[config.mk]
export PLATFORM = sky130hd
export DESIGN_NAME = sqg_sched
export DESIGN_NICKNAME = d
export VERILOG_FILES = /design/src/rtl/sqg_pkg.sv /design/src/rtl/rr_arb.sv /design/src/rtl/sqg_sched.sv
export SDC_FILE = /design/constraint.sdc
export NUM_CORES = 1
export LEC_CHECK = 0
export ABC_AREA = 1
export ABC_CLOCK_PERIOD_IN_PS = 3900
export CAP_MARGIN = 0
export CORE_AREA = 2 2 93 95
export DETAILED_ROUTE_END_ITERATION = 16
export DIE_AREA = 0 0 95 97
export PLACE_DENSITY = 0.72
export SETUP_SLACK_MARGIN = 0.2
export SLEW_MARGIN = 20
export SYNTH_ARGS = -nofsm -noshare
export SYNTH_HDL_FRONTEND = slang
export SYNTH_HIERARCHICAL = 1
export SYNTH_SLANG_ARGS = --single-unit
[constraint.sdc]
create_clock -name CLK -period 3.9 [get_ports CLK]
set_input_delay 0.39 -clock CLK [delete_from_list [all_inputs] [get_ports CLK]]
set_output_delay 0.39 -clock CLK [all_outputs]
set_load 0.02 [all_outputs]
[src/rtl/sqg_pkg.sv]
// rtl/sqg_pkg.sv - shared constants and FSM state type for the sqg sequencer
package sqg_pkg;

   localparam int ADDR_W = 6;
   localparam int DATA_W = 8;
   localparam int DEPTH  = 64;

   typedef enum logic [1:0] {
      S_IDLE,
      S_SWEEP,
      S_DRAIN,
      S_NEXT
   } state_t;

endpackage

[src/rtl/rr_arb.sv]
// rtl/rr_arb.sv - round-robin arbiter, search starts at ptr and wraps
module rr_arb #(
   parameter int N  = 4,
   parameter int PW = (N > 1) ? $clog2(N) : 1
) (
   input  logic [N-1:0]  req,
   input  logic [PW-1:0] ptr,
   output logic [N-1:0]  gnt,
   output logic          any
);

   int            pos;
   logic [PW-1:0] idx;

   always_comb begin
      gnt = '0;
      pos = 0;
      idx = '0;
      for (int i = 0; i < N; i++) begin
         pos = int'(ptr) + i;
         if (pos >= N) pos = pos - N;
         idx = PW'(pos);
         if (req[idx] && (gnt == '0)) gnt[idx] = 1'b1;
      end
      any = |req;
   end

endmodule

[src/rtl/sqg_sched.sv]
// rtl/sqg_sched.sv - read-sweep sequencer and round-robin write arbiter for the sqg box array
module sqg_sched
   import sqg_pkg::*;
#(
   parameter int N_BOX  = 4,
   parameter int ADDR_W = sqg_pkg::ADDR_W,
   parameter int DEPTH  = sqg_pkg::DEPTH,
   parameter int DATA_W = sqg_pkg::DATA_W,
   parameter int DRAIN  = 3
) (
   input  logic                    CLK,
   input  logic                    RST,
   input  logic                    start,
   input  logic                    bc_req,
   output logic                    busy,
   output logic                    done,
   output logic                    BC_mode,
   output logic [N_BOX-1:0]        box_en,
   output logic [ADDR_W-1:0]       rd_addr,
   input  logic [N_BOX-1:0]        wen_req,
   input  logic [N_BOX*ADDR_W-1:0] wr_addr_req,
   input  logic [N_BOX*DATA_W-1:0] wr_data_req,
   output logic [N_BOX-1:0]        gnt,
   output logic                    mem_wen,
   output logic [ADDR_W-1:0]       mem_waddr,
   output logic [DATA_W-1:0]       mem_wdata
);

   localparam int PW = (N_BOX > 1) ? $clog2(N_BOX) : 1;
   localparam int CW = (DRAIN > 1) ? $clog2(DRAIN) : 1;
   localparam logic [ADDR_W-1:0] LAST_ADDR = ADDR_W'(DEPTH - 1);
   localparam logic [PW-1:0]     LAST_BOX  = PW'(N_BOX - 1);
   localparam logic [CW-1:0]     LAST_CNT  = CW'(DRAIN - 1);
   localparam logic [N_BOX-1:0]  BOX0      = N_BOX'(1);

   state_t        state;
   logic [PW-1:0] box_sel;
   logic [CW-1:0] drain_cnt;
   logic [PW-1:0] ptr;
   logic [PW-1:0] gnt_idx;
   logic          any;
   logic          adv;

   rr_arb #(.N(N_BOX), .PW(PW)) u_arb (
      .req (wen_req),
      .ptr (ptr),
      .gnt (gnt),
      .any (any)
   );

   always_comb begin
      gnt_idx = '0;
      for (int i = 0; i < N_BOX; i++) begin
         if (gnt[i]) gnt_idx = PW'(i);
      end
   end

   // a stall is needed only when a second requester is left waiting this cycle
   assign adv = ((wen_req & ~gnt) == '0);

   always_ff @(posedge CLK or negedge RST) begin
      if (!RST) begin
         state     <= S_IDLE;
         BC_mode   <= 1'b0;
         box_sel   <= '0;
         rd_addr   <= '0;
         drain_cnt <= '0;
         busy      <= 1'b0;
         done      <= 1'b0;
         box_en    <= '0;
      end else begin
         done <= 1'b0;
         case (state)
            S_IDLE: begin
               if (start) begin
                  state   <= S_SWEEP;
                  BC_mode <= bc_req;
                  box_sel <= '0;
                  rd_addr <= '0;
                  busy    <= 1'b1;
                  box_en  <= bc_req ? '1 : BOX0;
               end
            end
            S_SWEEP: begin
               if (adv) begin
                  if (rd_addr == LAST_ADDR) begin
                     state     <= S_DRAIN;
                     drain_cnt <= '0;
                  end else begin
                     rd_addr <= rd_addr + 1'b1;
                  end
               end
            end
            S_DRAIN: begin
               if (drain_cnt != LAST_CNT) begin
                  drain_cnt <= drain_cnt + 1'b1;
               end else if (wen_req == '0) begin
                  state  <= S_NEXT;
                  box_en <= '0;
               end
            end
            S_NEXT: begin
               rd_addr <= '0;
               if (BC_mode || (box_sel == LAST_BOX)) begin
                  state <= S_IDLE;
                  busy  <= 1'b0;
                  done  <= 1'b1;
               end else begin
                  state   <= S_SWEEP;
                  box_sel <= box_sel + 1'b1;
                  box_en  <= BOX0 << (box_sel + 1'b1);
               end
            end
            default: state <= S_IDLE;
         endcase
      end
   end

   // write port and priority pointer run in every state so late write-backs land
   always_ff @(posedge CLK or negedge RST) begin
      if (!RST) begin
         ptr       <= '0;
         mem_wen   <= 1'b0;
         mem_waddr <= '0;
         mem_wdata <= '0;
      end else begin
         mem_wen <= any;
         if (any) begin
            ptr       <= (gnt_idx == LAST_BOX) ? '0 : gnt_idx + 1'b1;
            mem_waddr <= wr_addr_req[int'(gnt_idx)*ADDR_W +: ADDR_W];
            mem_wdata <= wr_data_req[int'(gnt_idx)*DATA_W +: DATA_W];
         end
      end
   end

endmodule

==> results.md <==
- Die Wd: 95 µm
- WS Path Type: reg -> out
- Layout cells sized above 1: 0.123
- Worst hold slack: roughly 210 ps
- Post-Syn Area: 2830 µm²
- Post-route ant nets: 0
- Total Power: 4.20 mW
- Critical path data required time: between 3000 and 4000 ps
- Crit share post-route: 0.887
- Antenna violations before repair: 0
- Total GRT Usage: 0.167
- # DRC: 0
- Hold Vio Cnt, Final: 0
- Sequential cell area fraction in the yosys report: 0.318
- Most numerous cell in the Yosys netlist: nor2_1
- Achievable frequency: 289 MHz
- DRT met1 WL: 3280 µm
- Global-route wire length before repair: 12500 µm
- Tmin final: 3460 ps
- DR vias/cell: 4.80
- Initial DRC count: 138
- Simple-gate share of the synthesized area: 0.392
- Critical Path Source Type: flip-flop
- Root Buffer: clkbuf_8
- Clock sinks: 36
- Met2 Routed Length: around 3700 µm
- Fill count: 790
- Deepest clock path buffer count: 2
- Peak VDD IR: between 0.5 and 0.6 mV
- Total negative setup slack: 0 ps
- Remaining global-route overflow: 0
- Min-Delay Path Class: in -> async
- Synth top area cells: dfrtp_1 (32%), nor2_1 (12%), nand2_1 (10%)
- Core Rows: 33
- H-tree Lvls: 2
- Post-synth top cells: nor2_1 (89), nand2_1 (78), dfrtp_1 (36), o21ai_0 (32), nand3_1 (30)
- RSZ-0062 raised after global routing: no
- Synthesized Nets: 483
- Fin Clk Skew: 5.38 ps
- Rel. slew slack: 0.435
- Nets: 576
- Vias in the first global route: 2760
- Unique masters post-synth: 34
- Worst Tran Pin Value: ~850 ps
- Clock-pin slew on the worst setup and hold paths: 70 ps
- Asr flop ratio synth: 1.00
- WL per Instance: about 13 µm
- TritonCTS clock tree: done
- Non-Filler Instances: 600
- Dpl hpwl: 5810 µm
- Synthesized instance count: 401
- Yosys top cell area share: 0.318
- Top sig layer: met4
- Reg2reg start: ptr[0]
- Later-pin clock latency in the skew report: 290 ps
- Slew Viols, Final: 0
- Leakage: 1.83 nW
- Synth Area in Adders: 0.0795
- Die area: 9220 µm²
- Inserted Clock Buffers: 5
- Post-synthesis xor/xnor area fraction: 0
- Run status: finished, final reports clean
- # diodes: 0
- Initial Util: 0.348
- Router iterations before antenna repair: 4
- Avg Cell Area, Syn: 7.07 µm²
- Worst Path Arrival: just over 3000 ps
- Maxcap violations: 0
- Highest fanout seen on the critical path: 10
- # IOs: 96
- CORE AREA: 8130 µm²
- I/O Buffers: 95
- Post-synthesis mux area share: 0.00397
- RR Endpoint: mem_wdata[0]
- Area leader, netlist: dfrtp_1
- Placed Cells: 592
- Vias: 2879
- DR WL met3: 525 µm
- Worst Reg-to-Reg Cells: 21
- PwrDens: 1060 nW/µm²
- Layout area overhead: 39.6%
- Final Routed Wirelength: 7620 µm
- Synth Flop Type: dfrtp_1
- #FFs+latches synth: 36
- Compound-cell area share of the yosys netlist: 0.130
- Cts-stage hold buffer count: 0
- Setup violations, final: 0
- Largest net degree at the start of global routing: 37
- Chip Height: 97 µm
- Flop-to-flop setup slack: approximately 600 ps
- Main combinational cell family by area after synthesis: simple AND/OR/NAND/NOR gates
- Number of synthesized flops with an enable pin: 0
- Routability Congestion: between 0.8 and 0.9
- Crit end category: primary output
- Synth warnings: 6
worst max-delay path, stage by stage (launching register included):
cell and delay (ps):
dfrtp_2 480, inv_2 140, ha_1 340, inv_1 70
nand3_1 80, nand2_1 50, clkinv_1 50, nand2_2 50
inv_2 80, nand3_1 100, nand2_2 110, nor2_1 50
nand3_1 90, nand3_2 90, nor2_4 120, nand3_1 80
nand2_1 150, clkdlybuf4s50_1 640
where the power goes:
| group | total [mW] | internal, mW | leakage (nW) | switching, mW |
|---|---|---|---|---|
| sequential | 0.691 | 0.561 | 0.441 | 0.130 |
| combinational | 3.24 | 1.19 | 1.34 | 2.05 |
| clock | 0.276 | 0.144 | 0.0455 | 0.131 |
repair_timing:
action                     4_1_cts  5_1_grt
setup endpoints to repair        0       18
resized for setup                0        4
setup buffers                    0        0
cells in the final DEF, fill, tap and decap left out, drive strengths merged:
cell           synthesis  layout
nor2                  98      98
clkdlybuf4s50          0      93
nand2                 93      93
o21ai                 40      40
nand3                 38      38
inv                   37      37
dfrtp                 36      36
ha                    18      18
a31oi                 15      15
clkbuf                 3       8
or2                    4       4
buf                    8       3
nand4                  2       2
a21oi                  2       2
nor3b                  2       2
o211ai                 1       1
o22ai                  1       1
mux2                   1       1
dlymetal6s2s           0       1
clkinv                 1       1
o31ai                  1       1
state kept, by name, indices dropped and copies added (netlist names):
signal     flops
rd_addr        6
box_en         4
busy           1
state          2
drain_cnt      2
mem_wen        1
mem_wdata      8
mem_waddr      6
done           1
BC_mode        1
box_sel        2
ptr            2
cells by family (layout without fill, tap and decap cells):
logic type               count (synthesis)  after routing
adder cells (fa/ha/maj)                 18             18
flip-flops                              36             36
AO/OA/AOI/OAI                           60             60
multiplexers                             1              1
buffers and inverters                   49            143
AND/OR/NAND/NOR                        237            237
area by class of cell:
class / count / area, µm² / area share
sequential: 36 / 903 / 0.228
clock buffer: 8 / 90.1 / 0.0228
inverter: 38 / 143 / 0.0361
multi-input combinational: 316 / 1720 / 0.436
tap: 105 / 131 / 0.0332
timing repair buffer: 97 / 963 / 0.244
through the flow:
stage	instance area [µm²]	setup WS, ps	util
after floorplan	2830	971	-
after global placement	3850	583	0.473
after detailed placement	3850	494	0.473
after CTS	3940	203	0.485
after global routing	3960	230	0.486
final	3960	442	0.486
metal layers:
metal	track usage	vias up
met5	0	-
met4	0.0424	0
met3	0.0506	8
met2	0.282	90
met1	0.206	1306
li1	-	1475
worst max-delay path by stage:
stage,slack [ps],endpoint,startpoint,depth (start not counted)
after global placement,580,gnt[2],wen_req[1],17
after detailed placement,490,gnt[2],wen_req[2],16
final,440,gnt[3],ptr[0],17
after floorplan,970,rd_addr[5],ptr[0],25
after CTS,200,gnt[2],ptr[0],17
after global routing,230,gnt[3],ptr[0],17
No activity file was read; power rests on OpenSTA's default activity.
